<file path="config.mk">
export PLATFORM = sky130hd
export DESIGN_NAME = hilo_mult_unit
export DESIGN_NICKNAME = d
export VERILOG_FILES = /design/src/rtl/hilo_pkg.sv /design/src/rtl/hilo_regs.sv /design/src/rtl/hilo_mult_unit.sv
export SDC_FILE = /design/constraint.sdc
export NUM_CORES = 1
export LEC_CHECK = 0
export ABC_AREA = 0
export CELL_PAD_IN_SITES_DETAIL_PLACEMENT = 1
export CELL_PAD_IN_SITES_GLOBAL_PLACEMENT = 2
export CORE_MARGIN = 2
export CORE_UTILIZATION = 21
export CTS_BUF_LIST = sky130_fd_sc_hd__clkbuf_2
export CTS_CLUSTER_SIZE = 12
export DETAILED_ROUTE_END_ITERATION = 16
export GPL_TIMING_DRIVEN = 0
export HOLD_SLACK_MARGIN = 0.05
export PLACE_DENSITY = 0.83
export SYNTH_ARGS = -nofsm -noshare
export SYNTH_HDL_FRONTEND = slang
export SYNTH_SLANG_ARGS = --single-unit
</file>
<file path="constraint.sdc">
create_clock -name clk -period 1.3 [get_ports clk]
set_input_delay 0.26 -clock clk [delete_from_list [all_inputs] [get_ports clk]]
set_output_delay 0.26 -clock clk [all_outputs]
set_load 0.01 [all_outputs]
</file>
<file path="src/rtl/hilo_pkg.sv">
// Shared types and widths for the HI/LO multiply sequencer.
package hilo_pkg;

  localparam int unsigned WORD            = 32;
  localparam int unsigned DWORD           = 64;
  localparam int unsigned LATENCY_DEFAULT = 2;
  localparam int unsigned CNT_W           = 4;

  typedef enum logic [1:0] {
    IDLE = 2'd0,
    CALC = 2'd1,
    WB   = 2'd2
  } state_t;

  typedef struct packed {
    logic [WORD-1:0] hi;
    logic [WORD-1:0] lo;
  } hilo_t;

  // Two's-complement magnitude; 0x80000000 maps to itself, a valid unsigned magnitude.
  function automatic logic [WORD-1:0] magnitude(input logic [WORD-1:0] v, input logic sgn);
    return (sgn && v[WORD-1]) ? (~v + WORD'(1)) : v;
  endfunction

endpackage

</file>
<file path="src/rtl/hilo_regs.sv">
// Architectural HI/LO register pair; the multiply writeback wins over MTHI/MTLO.
module hilo_regs
  import hilo_pkg::*;
(
  input  logic            clk,
  input  logic            reset,
  input  logic            i_wb_en,
  input  hilo_t           i_prod,
  input  logic            i_mthi,
  input  logic            i_mtlo,
  input  logic [WORD-1:0] i_wdata,
  output logic [WORD-1:0] o_hi,
  output logic [WORD-1:0] o_lo
);

  logic [WORD-1:0] r_hi;
  logic [WORD-1:0] r_lo;

  always_ff @(posedge clk or negedge reset) begin
    if (!reset) begin
      r_hi <= '0;
      r_lo <= '0;
    end else if (i_wb_en) begin
      r_hi <= i_prod.hi;
      r_lo <= i_prod.lo;
    end else begin
      if (i_mthi) r_hi <= i_wdata;
      if (i_mtlo) r_lo <= i_wdata;
    end
  end

  assign o_hi = r_hi;
  assign o_lo = r_lo;

endmodule

</file>
<file path="src/rtl/hilo_mult_unit.sv">
// MULT/MULTU sequencer around an external unsigned multiplier, with HI/LO writeback.
// Signed MULT support is built only when MULT_SIGNED_EN is defined.
module hilo_mult_unit
  import hilo_pkg::*;
#(
  parameter int unsigned LATENCY = LATENCY_DEFAULT
) (
  input  logic             clk,
  input  logic             reset,
  input  logic             start,
  input  logic             op_signed,
  input  logic [WORD-1:0]  rs_val,
  input  logic [WORD-1:0]  rt_val,
  input  logic             mthi,
  input  logic             mtlo,
  input  logic [WORD-1:0]  wdata,
  output logic [WORD-1:0]  mul_a,
  output logic [WORD-1:0]  mul_b,
  input  logic [DWORD-1:0] mul_z,
  output logic             busy,
  output logic             done,
  output logic [WORD-1:0]  hi,
  output logic [WORD-1:0]  lo
);

  state_t           r_state;
  state_t           w_next;
  logic             w_load;
  logic             w_wb;
  logic [CNT_W-1:0] r_cnt;
  logic [WORD-1:0]  r_mul_a;
  logic [WORD-1:0]  r_mul_b;
  logic             r_busy;
  logic             r_done;
  logic             w_neg;
  logic             w_sgn;
  logic [DWORD-1:0] w_prod;
  logic             w_idle;

`ifdef MULT_SIGNED_EN
  logic r_neg;

  assign w_sgn  = op_signed;
  assign w_neg  = r_neg;
  assign w_prod = w_neg ? (~mul_z + DWORD'(1)) : mul_z;

  always_ff @(posedge clk or negedge reset) begin
    if (!reset)      r_neg <= 1'b0;
    else if (w_load) r_neg <= w_sgn & (rs_val[WORD-1] ^ rt_val[WORD-1]);
  end
`else
  // Every request is MULTU; op_signed folds away to constant zero.
  assign w_sgn  = op_signed & 1'b0;
  assign w_neg  = 1'b0;
  assign w_prod = mul_z;
`endif

  // Next-state and control decode.
  always_comb begin
    w_next = r_state;
    w_load = 1'b0;
    w_wb   = 1'b0;
    case (r_state)
      IDLE: begin
        if (start) begin
          w_next = CALC;
          w_load = 1'b1;
        end
      end
      CALC: begin
        if (r_cnt == CNT_W'(LATENCY - 1)) w_next = WB;
      end
      WB: begin
        w_next = IDLE;
        w_wb   = 1'b1;
      end
      default: w_next = IDLE;
    endcase
  end

  // State, settle counter, operand and status registers.
  always_ff @(posedge clk or negedge reset) begin
    if (!reset) begin
      r_state <= IDLE;
      r_cnt   <= '0;
      r_mul_a <= '0;
      r_mul_b <= '0;
      r_busy  <= 1'b0;
      r_done  <= 1'b0;
    end else begin
      r_state <= w_next;
      r_busy  <= (w_next != IDLE);
      r_done  <= (w_next == WB);
      if (w_load) begin
        r_cnt   <= '0;
        r_mul_a <= magnitude(rs_val, w_sgn);
        r_mul_b <= magnitude(rt_val, w_sgn);
      end else if (r_state == CALC) begin
        r_cnt <= r_cnt + CNT_W'(1);
      end
    end
  end

  assign w_idle = (r_state == IDLE);

  hilo_regs u_regs (
    .clk     (clk),
    .reset   (reset),
    .i_wb_en (w_wb),
    .i_prod  (hilo_t'(w_prod)),
    .i_mthi  (mthi & w_idle),
    .i_mtlo  (mtlo & w_idle),
    .i_wdata (wdata),
    .o_hi    (hi),
    .o_lo    (lo)
  );

  assign mul_a = r_mul_a;
  assign mul_b = r_mul_b;
  assign busy  = r_busy;
  assign done  = r_done;

endmodule

</file>
* Word-level counts from Yosys, hierarchy flattened *
Cells that the tools add are included.

cells by class
  add/subtract/negate cells = 1
  equality and inequality tests = 4
  mux-type cells = 12
  bitwise logic cells = 2
  reduce and logical (&&, ||, !) cells = 5

operator list
  operator                                                          number
  32-bit 2-to-1 mux                                                 4
  4-bit 2-to-1 mux                                                  2
  2-bit nonzero test                                                4
  4-bit by 1-bit adder with 4-bit output (second input constant)    1
  2-bit == test (second input constant)                             2
  4-bit by 1-bit == test with 1-bit output (second input constant)  1
  2-bit 2-to-1 mux                                                  2
  2-bit case mux with 2 select lines                                1
  1-bit 2-to-1 mux                                                  3
  1-bit AND                                                         2
  2-bit by 1-bit == test with 1-bit output (second input constant)  1
  2-bit logical NOT                                                 1

storage, ports and cells
  bits in registers = 136
  input port bits = 166
  output and inout port bits = 130
  logic and storage cells = 32

* Depth between registers and ports, before layout *
  depth after elaboration = 4
  gate-level depth with buffers = 6
  gate-level depth less buffers = 4

* Cells and area by module *
A second synthesis with hierarchy kept.

unflattened totals
  cells, all modules = 447
  area total of the unflattened synthesis = 5769.3 um^2

modules (own cells, without submodules)
  module          instances  cells each  area each (um^2)  seq. area each (um^2)
  hilo_regs       1          278         3015.4            1601.5
  hilo_mult_unit  1          169         2753.9            1801.7

* Worst setup path after synthesis *
No wires, ideal clock.

  kind = reg-to-reg
  start point = register r_state[1]
  end point = register r_mul_a[22], in the netlist mul_a[22]
  library setup time = 0.117 ns
  arrival = 1.264 ns
  data required time = 1.183 ns
  path slack = -0.080 ns
  cell stages (with the launch flop) = 7
  buffers on the path = 3
  period minus slack after synthesis = 1.380 ns
  cell sequence = dfrtp_1 -> or3b_1 -> buf_2 -> buf_6 -> buf_6 -> nand2_1 -> nand2_1

on the way
  cells in the longest elaborated chain, start to end = 2

ends and longest elaborated chain
  what                      line                  RTL
  start: declaration        hilo_mult_unit.sv:26  state_t r_state;
  start signal: assignment  hilo_mult_unit.sv:91  r_state <= w_next;
  2-bit logical NOT         hilo_mult_unit.sv:63  case (r_state)
  1-bit 2-to-1 mux          hilo_mult_unit.sv:63
  end signal: assignment    hilo_mult_unit.sv:96  r_mul_a <= magnitude(rs_val, w_sgn);
  end: declaration          hilo_mult_unit.sv:31  logic [WORD-1:0] r_mul_a;

Every way passes these cells.
A chain may end at the register's enable or synchronous reset.

* Worst setup path in the final report *
  start point = register r_mul_b[8], in the netlist mul_b[8]
  end point = output mul_b[8]

RTL lines
  what                      line                  RTL
  start: declaration        hilo_mult_unit.sv:32  logic [WORD-1:0] r_mul_b;
  start signal: assignment  hilo_mult_unit.sv:97  r_mul_b <= magnitude(rt_val, w_sgn);
  end: declaration          hilo_mult_unit.sv:18  output logic [WORD-1:0] mul_b,

No word-level cell between the ends.

==> metrics.yaml <==
routed_wire_length_per_instance_um: 19.0
proportion_of_synthesized_chip_area_in_sequential_cells: 0.596
hold_ws_ps: 81.5
fp-row-count: 60
yosys_warnings: 0
layout-drive-gt1-share: 0.400
combPwrFrac: 0.578
fin_crit_sh: 1.23
netlist_area_um2: 5710
globalRouteTotalUtil: 0.179
switching_share: 0.389
period_minus_slack_ps: 1590
synth.top_cells.by_count: "nand2_1, dfrtp_1, o21ai_0, mux2i_1, buf_2"
vias_per_cell: 4.28
die_height_um: 169
place.port_buffers: 294
yosysTopAreaCellShare: 0.596
clock-root-buffer: "clkbuf_2"
critPathMaxFanout: 2
startpoint_type: "flip-flop"
power.switching_uw: 10200
worstMarginPinSlew_ps: 603
number_of_antenna_violating_nets_in_the_routed_design: 0
top_delay_family_on_crit_path: "flip-flops"
wire_length_of_the_first_global_routing_pass_mm: 39.0
initial_utilization: 0.213
vias_in_the_first_global_route: 6820
route.vias.total: 6186
final-hold-violation-count: 0
number_of_violations_reported_at_the_end_of_detailed_routing_iteration_0: 138
final-setup-viol-count: 264
cts_buffer_depth: 2
core_area_um2: 26800
postSynth.asyncResetShare: 1.00
cp-end-kind: "output port"
route.detailed.drc: 0
unrepaired_setup_endpoints_after_global_routing: "true"
drt_wl_total_mm: 27.4
arrival_ps: 1330
worst_ep_required_ps: 1040
synth-seq-cells: 136
detailed_place_hpwl_mm: 16.5
worst_clock_skew_ps: 33.0
worstPathCellList: "buf_2"
finalWorstSetupSlack_ps: -293
holdBufCountCts: 77
ioPinCount: 296
cts-buffers-inserted: 17
clock_tree_from_tritoncts: "done"
timing.critical_path.slowest_stage_cell: "dfrtp_1"
status: "complete, but fails checks"
detail_route.first_pass.iterations: 4
synth-edff-count: 0
maximum_number_of_pins_on_one_net_before_global_route_repair: 79
predominant_post_synthesis_flop_cell: "dfrtp_1"
cts_htree_levels: 4
static_leak_uw: 0.00560
p_int_uw: 16000
design.die.area_um2: 28500
synth.avg_cell_area_um2: 9.86
max_stage_delay_ps: 470
gp_congestion: 0.748
power_share_of_the_sequential_group: 0.296
timing.setup.critical_path_class: "flip-flop to output port"
clock_sinks: 136
netlist_instances: 579
slew_hr: 0.598
most_common_cell_in_the_synthesized_netlist: "nand2_1"
die_width_um: 169
fillerInstances: 2933
clk-insertion-delay-late_ps: 710
violations: "setup timing"
place_worst_setup_slack_ps: -1330
fraction_of_power_consumed_by_the_clock_network: 0.125
maxCapViolations: 0
worstHoldPathType: "input port to async pin"
netlist-cell-type-count: 21
layout-area-overhead-vs-synth_pct: 111
clk_pin_slew_ps: 280
yosysTopAreaCell: "dfrtp_1"
max_freq_ghz: 0.628
synth_fp_nets: 747
gr-total-overflow: 0
drv_slew: 0
design.final.nets: 1257
critical_path.n_buffers_inverters: 1
antenna_violations_before_repair: 1
vdd_ir_drop_max_uv: 802
synth.area.top_cells: "dfrtp_1, nand2_1, mux2i_1"
power.density_nw_per_um2: 2180
## cell usage in the layout, fill, tap and decap left out, drive strengths merged
master	n
a21oi	2
and2	2
and2b	1
buf	277
bufinv	4
clkbuf	25
clkdlybuf4s50	163
clkinv	4
clkinvlp	1
dfrtp	136
diode	1
dlygate4sd3	77
ha	2
inv	7
mux2i	65
nand2	258
nand2b	1
nand3	2
nand4	1
nor2b	1
nor3b	2
o21a	1
o21ai	67
o21bai	2
or3b	1
## layer usage
layer,up-vias,share of wire,GRT usage
met2,221,0.52,0.323
met1,3020,0.39,0.204
met4,0,0.021,0.0525
met5,-,0,0
li1,2909,-,-
met3,36,0.070,0.0533
## power by group through the flow
stage | sequential [uW] | combinational [uW] | clock (uW)
floorplan | 8320 | 3200 | 0
global placement | 7440 | 10100 | 0
detailed placement | 7540 | 10200 | 0
CTS | 7620 | 12300 | 3440
global route | 8000 | 16400 | 3620
finish | 7780 | 15200 | 3280
## sequential cells by signal, summed over array words and instances, names as in the netlist
register     flops
busy             1
done             1
mul_a           32
mul_b           32
r_cnt            4
r_state          2
u_regs.o_hi     32
u_regs.o_lo     32
## path summary, 6_finish.rpt
path,start,end,slack [ps],cells past startpoint
min in group clk,mul_z[46],u_regs.o_hi[14],170,3
hold / removal,reset,u_regs.o_hi[21],80,2
setup reg to reg,r_state[1],mul_b[2],-210,6
hold reg to reg,u_regs.o_lo[13],u_regs.o_lo[13],520,2
setup / recovery,mul_b[8],mul_b[8],-290,1
max in group asynchronous,reset,mul_a[24],400,3
## logic make-up after synthesis
group	after synthesis	synth area share
compound gates	72	0.0651
simple gates	269	0.182
mux	65	0.114
flops	136	0.596
fa+ha+maj	2	0.00438
buf+inv	35	0.0379
## final cells by class
type                            count  area (um^2)  area share
Timing Repair Buffer              493         4840       0.402
Sequential cell                   136         3410       0.283
Clock inverter                     15          216      0.0180
Inverter                            1         3.75    0.000311
Buffer                             32          447      0.0371
Antenna cell                        1         2.50    0.000208
Clock buffer                       17         85.1     0.00706
Tap cell                          341          427      0.0354
Multi-Input combinational cell    408         2620       0.218
## what timing repair did
| item | 4_1_cts | 5_1_grt |
|---|---|---|
| cloned | 13 | 3 |
| endpoints found under the setup margin | 264 | 266 |
| setup buffers | 50 | 61 |
| pin swaps | 93 | 32 |
| endpoints found under the hold margin | 211 | 37 |
| resized for setup | 793 | 168 |
## metrics by stage
step | cells | cell area (um^2) | TNS [ps] | total power [uW] | utilization
2_1_floorplan | 579 | 5710 | -701 | 11500 | -
6_report | 1444 | 12100 | -47820 | 26200 | 0.450
3_3_place_gp | 1214 | 9080 | -918460 | 17500 | 0.339
5_1_grt | 1444 | 12100 | -74880 | 28000 | 0.450
3_5_place_dp | 1215 | 9110 | -90500 | 17800 | 0.340
4_1_cts | 1386 | 11100 | -72220 | 23400 | 0.413
No activity file was read; power rests on OpenSTA's default activity.
